==> config.mk <==
export PLATFORM = sky130hd
export DESIGN_NAME = demux1x16_reg
export DESIGN_NICKNAME = d
export VERILOG_FILES = /design/src/rtl/demux1x16_reg.sv
export SDC_FILE = /design/constraint.sdc
export NUM_CORES = 1
export LEC_CHECK = 0
export ABC_CLOCK_PERIOD_IN_PS = 2650
export BUFFER_PORTS_ARGS = -buffer_cell sky130_fd_sc_hd__buf_2
export CORE_ASPECT_RATIO = 0.75
export CORE_MARGIN = 8
export CORE_UTILIZATION = 38
export CTS_CLUSTER_DIAMETER = 120
export CTS_CLUSTER_SIZE = 12
export DETAILED_ROUTE_END_ITERATION = 8
export PLACE_DENSITY = 0.61
export SLEW_MARGIN = 10
export SYNTH_ARGS = -nofsm -noshare
export SYNTH_HDL_FRONTEND = slang
export SYNTH_SLANG_ARGS = --single-unit
==> constraint.sdc <==
create_clock -name clk -period 2.65 [get_ports clk]
set_input_delay 0.1325 -clock clk [delete_from_list [all_inputs] [get_ports clk]]
set_output_delay 0.1325 -clock clk [all_outputs]
set_load 0.05 [all_outputs]
==> src/rtl/demux1x16_reg.sv <==
// Registered 1-to-16 byte distributor: steers handshaked input bytes into 16 lane
// registers by explicit select or auto-incrementing pointer, then stalls until a frame ack.
module demux1x16_reg #(
    parameter int WIDTH = 8
) (
    input  logic             clk,
    input  logic             rst_n,
    input  logic             in_valid,
    input  logic [WIDTH-1:0] in_data,
    output logic             in_ready,
    input  logic             mode,
    input  logic [3:0]       select,
    input  logic             ack,
    output logic [WIDTH-1:0] out0,
    output logic [WIDTH-1:0] out1,
    output logic [WIDTH-1:0] out2,
    output logic [WIDTH-1:0] out3,
    output logic [WIDTH-1:0] out4,
    output logic [WIDTH-1:0] out5,
    output logic [WIDTH-1:0] out6,
    output logic [WIDTH-1:0] out7,
    output logic [WIDTH-1:0] out8,
    output logic [WIDTH-1:0] out9,
    output logic [WIDTH-1:0] out10,
    output logic [WIDTH-1:0] out11,
    output logic [WIDTH-1:0] out12,
    output logic [WIDTH-1:0] out13,
    output logic [WIDTH-1:0] out14,
    output logic [WIDTH-1:0] out15,
    output logic [15:0]      lane_valid,
    output logic [3:0]       cur_lane,
    output logic             frame_done
);

    localparam logic [0:0] FILL = 1'b0;
    localparam logic [0:0] FULL = 1'b1;

    logic [0:0]       state_q, state_d;
    logic [WIDTH-1:0] lane_q [16];
    logic [15:0]      lane_valid_q, lane_valid_d;
    logic [3:0]       cur_lane_q, cur_lane_d;
    logic             frame_done_q, frame_done_d;
    logic             accept;
    logic [3:0]       target;

    assign in_ready = (state_q == FILL);
    assign accept   = in_valid & in_ready;
    // Target lane uses the pre-ack pointer so a beat coinciding with ack still lands where it was aimed.
    assign target   = mode ? cur_lane_q : select;

    always_comb begin
        state_d      = state_q;
        lane_valid_d = lane_valid_q;
        cur_lane_d   = cur_lane_q;
        frame_done_d = 1'b0;
        if (state_q == FILL) begin
            if (ack) begin
                lane_valid_d = '0;
                cur_lane_d   = '0;
            end
            if (accept) begin
                lane_valid_d[target] = 1'b1;
                if (mode) begin
                    cur_lane_d = cur_lane_d + 4'd1;
                end
            end
            if (lane_valid_d == 16'hFFFF) begin
                state_d      = FULL;
                frame_done_d = 1'b1;
            end
        end else if (ack) begin
            lane_valid_d = '0;
            cur_lane_d   = '0;
            state_d      = FILL;
        end
    end

    always_ff @(posedge clk or negedge rst_n) begin
        if (!rst_n) begin
            state_q      <= FILL;
            lane_valid_q <= '0;
            cur_lane_q   <= '0;
            frame_done_q <= 1'b0;
        end else begin
            state_q      <= state_d;
            lane_valid_q <= lane_valid_d;
            cur_lane_q   <= cur_lane_d;
            frame_done_q <= frame_done_d;
        end
    end

    always_ff @(posedge clk or negedge rst_n) begin
        if (!rst_n) begin
            for (int i = 0; i < 16; i++) begin
                lane_q[i] <= '0;
            end
        end else if (accept) begin
            lane_q[target] <= in_data;
        end
    end

    assign out0       = lane_q[0];
    assign out1       = lane_q[1];
    assign out2       = lane_q[2];
    assign out3       = lane_q[3];
    assign out4       = lane_q[4];
    assign out5       = lane_q[5];
    assign out6       = lane_q[6];
    assign out7       = lane_q[7];
    assign out8       = lane_q[8];
    assign out9       = lane_q[9];
    assign out10      = lane_q[10];
    assign out11      = lane_q[11];
    assign out12      = lane_q[12];
    assign out13      = lane_q[13];
    assign out14      = lane_q[14];
    assign out15      = lane_q[15];
    assign lane_valid = lane_valid_q;
    assign cur_lane   = cur_lane_q;
    assign frame_done = frame_done_q;

endmodule

## After elaboration in Yosys (flattened, before gate mapping)

Cells that the tools add are included.

- Add/subtract/negate cells: 1
- $lt $le $gt $ge: 4
- Eq/ne operators: 1
- Mux-type cells: 20
- Bitwise gates (word level): 4
- Reductions and logical operators: 2

Operator list:

| kind | count |
|---|---|
| bitwise mux 128 bit | 1 |
| 2-to-1 mux 16 bit | 5 |
| demux 8 bit (select 4 bit) | 1 |
| 2-to-1 mux 4 bit | 6 |
| equality test 16 bit, second input constant | 1 |
| OR 16 bit | 1 |
| 2-to-1 mux 8 bit | 1 |
| greater-or-equal comparator 5 bit, second input constant | 1 |
| less-than comparator 4 x 5 -> 1 bit, second input constant | 1 |
| less-than comparator 5 x 1 -> 1 bit, second input constant | 1 |
| 2-to-1 mux 1 bit | 5 |
| inverter 4 -> 5 bit | 1 |
| adder 4 x 1 -> 4 bit, second input constant | 1 |
| demux 1 bit (select 4 bit) | 1 |
| greater-or-equal comparator 4 x 1 -> 1 bit, second input constant | 1 |
| logical AND 1 bit | 2 |
| bitwise AND 1 bit | 1 |
| inverter 1 bit | 1 |

- Register bits: 150
- Output and inout bits: 150
- Logic and storage cells: 52

## Longest topological paths before layout

- Depth after elaboration: 11
- Depth in mapped cells: 8

## Least setup slack after synthesis

No wires, ideal clock.

- Kind: register to register
- Start: register cur_lane_q[1] (netlist: cur_lane[1])
- End: register frame_done_q (netlist: frame_done)
- Library setup time: 0.068 ns
- Arrival time: 2.104 ns
- Data required time: 2.582 ns
- Slack: 0.478 ns
- Stages on the path, launching flop included: 6
- Path buffers: 0
- Cell sequence: dfrtp_1 mux2i_4 o2111ai_4 or2_0 a222oi_1 and4_1

- Longest elaborated chain between the ends: 11
- Elaborated cells between the ends (all ways): 12

Ends and longest elaborated chain:

| item | RTL line | text |
|---|---|---|
| start: declaration | 41 | `logic [3:0] cur_lane_q, cur_lane_d;` |
| start signal: assignment | 87 | `cur_lane_q <= cur_lane_d;` |
| 2-to-1 mux 4 bit * | 49 | `assign target = mode ? cur_lane_q : select;` |
| less-than comparator 4 x 5 -> 1 bit (not written as such) / greater-or-equal comparator 4 x 1 -> 1 bit (equally long branches) | 62 | `lane_valid_d[target] = 1'b1;` |
| logical AND 1 bit (not written as such) | 62 |  |
| 2-to-1 mux 1 bit (not written as such) | 62 |  |
| demux 1 bit (select 4 bit) * | 62 |  |
| OR 16 bit (no line) * | -- |  |
| 2-to-1 mux 16 bit * | 61 | `if (accept) begin` |
| 2-to-1 mux 16 bit * | 56 | `if (state_q == FILL) begin` |
| equality test 16 bit * | 67 | `if (lane_valid_d == 16'hFFFF) begin` |
| 2-to-1 mux 1 bit * | 67 |  |
| 2-to-1 mux 1 bit * | 56 |  |
| via frame_done_d | 42 | `logic frame_done_q, frame_done_d;` |
| end signal: assignment | 88 | `frame_done_q <= frame_done_d;` |
| end: declaration | 42 |  |

The timed path passes the listed nets; every way through them passes the cells marked *. The select of a mux whose other input is x is not followed.
A chain may end at the register's enable or synchronous reset.

## Final worst setup path

- Start: register cur_lane_q[2] (netlist: cur_lane[2])
- End: register frame_done_q (netlist: frame_done)

The elaborated chain is that of the path after synthesis.

==> results.md <==
* Cell Area, Synth at 0.006157 mm^2
* Hold_sp: in_data[7]
* Pwr/cell area at 1098 mW/mm^2
* Worst-skew pair later-pin latency at approximately 0.4 ns
* Ys flop type: dfrtp_1
* CTS H-tree lvls at 4
* Setup Fix Bufs, Post-CTS at 0
* #FFs+latches synth at 150
* GPL Wtd Cong at 0.9062
* Hold_ws at 0.1131 ns
* Fraction of registers with async set/reset at 100.0%
* Outcome: completed
* Total gr overflow at 0
* Tot GR Track Use at between 10% and 20%
* Reg-to-reg endpoint: frame_done
* Via/cell ratio at 5.138
* FF-to-FF setup slack at 0.48 ns
* Comb power frac at 37.3%
* Synth Area in Simple Gates at 6.320%
* Switch share at about 43%
* Tightest Pin Transition at 0.6678 ns
* Maximum VDD drop at roughly 670 uV
* Final Non-Filler Cells at 832
* First-pass GRT wire length at roughly 28000 um
* FF-to-FF Start: cur_lane[2]
* Sink Count at 150
* Cell Rows at 40
* Slew Viols, Final at 0
* Share of layout cells above drive strength 1 at 56.75%
* Max FFs per register at 16
* Post-CTS Hold Buffers at 1
* Die width at 163.0 um
* Avg Cell Area, Syn at 14.35 um^2
* Final Setup Violations at 0
* Hold-critical path depth at 3
* CTS tree: yes
* Critical Path RT at about 3 ns
* Compound-Gate Fraction of Synth Area at roughly 6.7%
* Worst Skew at 0.006628 ns
* Syn nets at 447
* Commonest non-fill, non-tap cell in the layout: buf_2
* Clock transition at path regs at ~0.060 ns
* Drt pass-1 iters at 5
* IO buf count at 166
* Multi-input combinational cell area at 0.002267 mm^2
* CP peak stage delay at 0.47 ns
* Fillers at 1457
* Register area at about 0.0038 mm^2
* Main combinational cell family by area after synthesis: multiplexers
* Nets at 627
* Pint at 4.978 mW
* Syn. warnings at 0
* Die H at 126.2 um
* Crit path cell chain: nor3b_2, o2111ai_1, a211o_1, a222oi_1, and4_1
* Vias at 4275
* DRT iter0 DRCs at 221
* Crit path max fanout at 9
* Max Cap Viol at 0
* Die Area at between 0.02 and 0.025 mm^2
* Synth cell types at 51
* Largest net degree at the start of global routing at 70
* Clock network fraction of total power at between 20% and 30%
* NetSw at between 3 and 4 mW
* Reg2Reg Depth at 5
* # IOs at approximately 170
* CP startpoint kind: register
* Number of global-route vias before repair at approximately 4700
* Mux cell area share after synthesis at between 20% and 30%
* Cells after synthesis at about 430
* Dpl cell area at 0.007306 mm^2
* Setup TNS Final at 0 ns
* Fin crit share at 81.98%
* Placed instance count at ~800
* Post-synth EDFFs at 0
* Hold Path Sink: out10[7]
* Sequential share of the synthesized area at roughly three fifths
* Initial antenna violation count at 0
* Final wirelength at 17810 um
* DRT antenna net count at 0
* Core area at roughly 0.016 mm^2
* Post-synthesis adder-cell area fraction at 0.2032%
* HP Class: in2reg
* FMAX at 460.3 MHz
* Root buffer cell: clkbuf_16
* DR WL/cell at 21.40 um
* Fin. Hold Viols at 0
* CP Capture Type: register
* DP HPWL at 12700 um
* Leakage at 3.969 nW
* Clk buf depth at 2
* Antenna Cells at 0
* RSZ-0062 raised after global routing: false
* TritonCTS buffer count at 17
* DRC viols at 0
* Xor/xnor share of the synthesized area at 0.2845%
* Tmin final at 2.172 ns
* Initial core utilization at 38.69%
* Crit Path Class: reg2reg
* Commonest non-fill, non-tap cells in the layout: buf_2, dfrtp_1, mux2_2
* Area Growth Syn to Fin at 28.19%
* Crit-path slowest cell: dfrtp_1
* Final instance area at 0.007893 mm^2
* Max transition margin at between 50% and 60%
* Sequential Power Share at 35.7%
* Arrival time worst endpoint at about 2.5 ns
* Post-CTS sizing at 0
-- worst max-delay path by stage --
stage | start | end | slack [ns] | depth (start not counted)
after floorplan | cur_lane[1] | frame_done | 0.48 | 5
after global placement | mode | frame_done | 0.48 | 6
after detailed placement | mode | frame_done | 0.43 | 6
after CTS | state_q | out7[0] | 0.47 | 4
after global routing | cur_lane[2] | frame_done | 0.36 | 5
final | cur_lane[2] | frame_done | 0.48 | 5
-- power groups by stage --
stage,clock network (mW),registers [mW],logic [mW]
2_1_floorplan,0,4.96,0.549
3_3_place_gp,0,3.10,3.24
3_5_place_dp,0,3.13,3.26
4_1_cts,2.40,3.10,3.27
5_1_grt,2.50,3.16,3.37
6_report,2.34,3.09,3.23
-- per-layer routing --
| layer | track usage [%] | wire (um) | vias to the layer above |
|---|---|---|---|
| met2 | 26.17 | 7787 | 156 |
| met3 | 8.171 | 1684 | 15 |
| li1 | - | - | 1901 |
| met1 | 23.77 | 8171 | 2203 |
| met4 | 4.306 | 162 | 0 |
| met5 | 0 | 0 | - |
-- cells in the mapped netlist (2+ instances only) --
cell type | instances | area, um^2
a21o_1 | 5 | 37.54
a21oi_1 | 2 | 10.01
a222oi_1 | 3 | 30.03
a31oi_1 | 2 | 12.51
a32oi_1 | 2 | 17.52
and3b_1 | 3 | 26.28
and4_1 | 2 | 17.52
buf_2 | 5 | 25.02
clkbuf_1 | 16 | 60.06
dfrtp_1 | 150 | 3754
inv_1 | 12 | 45.04
mux2_2 | 122 | 1374
nand2_1 | 34 | 127.6
nand2_2 | 3 | 18.77
nand3_1 | 4 | 20.02
nand3b_1 | 2 | 15.01
nor2b_1 | 4 | 25.02
nor3_1 | 4 | 20.02
nor3b_2 | 2 | 25.02
o2111ai_1 | 6 | 52.55
o2111ai_4 | 3 | 78.83
o21ai_0 | 11 | 55.05
or2_2 | 2 | 12.51
or3_1 | 2 | 12.51
xnor2_1 | 2 | 17.52
-- cell type report --
type | count | area share [%]
clock buffer | 22 | 6.135
clock inverter | 10 | 1.173
inverter | 12 | 0.5707
multi-input combinational | 244 | 28.73
sequential | 150 | 47.56
tap | 210 | 3.329
timing repair buffer | 184 | 12.51
-- cells by family (layout without fill, tap and decap cells) --
| family | Yosys count | in the layout |
|---|---|---|
| flops | 150 | 150 |
| mux | 125 | 125 |
| simple gates | 72 | 72 |
| compound gates | 44 | 44 |
| buf+inv | 35 | 228 |
| xor+xnor | 2 | 2 |
| fa+ha+maj | 1 | 1 |
-- worst max-delay path, delay by kind of cell, from the launching register on --
family / cells / cell delay, ns
AO/OA/AOI/OAI: 3 / 0.91
AND/OR/NAND/NOR: 2 / 0.73
flip-flops: 1 / 0.47
-- per-stage QoR --
stage | setup WS (ns) | util [%] | total power [mW]
floorplan | 0.4776 | - | 5.505
global placement | 0.4757 | 45.90 | 6.336
detailed placement | 0.4313 | 45.90 | 6.389
CTS | 0.4680 | 49.59 | 8.768
global route | 0.3630 | 49.59 | 9.027
finish | 0.4776 | 49.59 | 8.662
(Power assumes the default switching activity.)
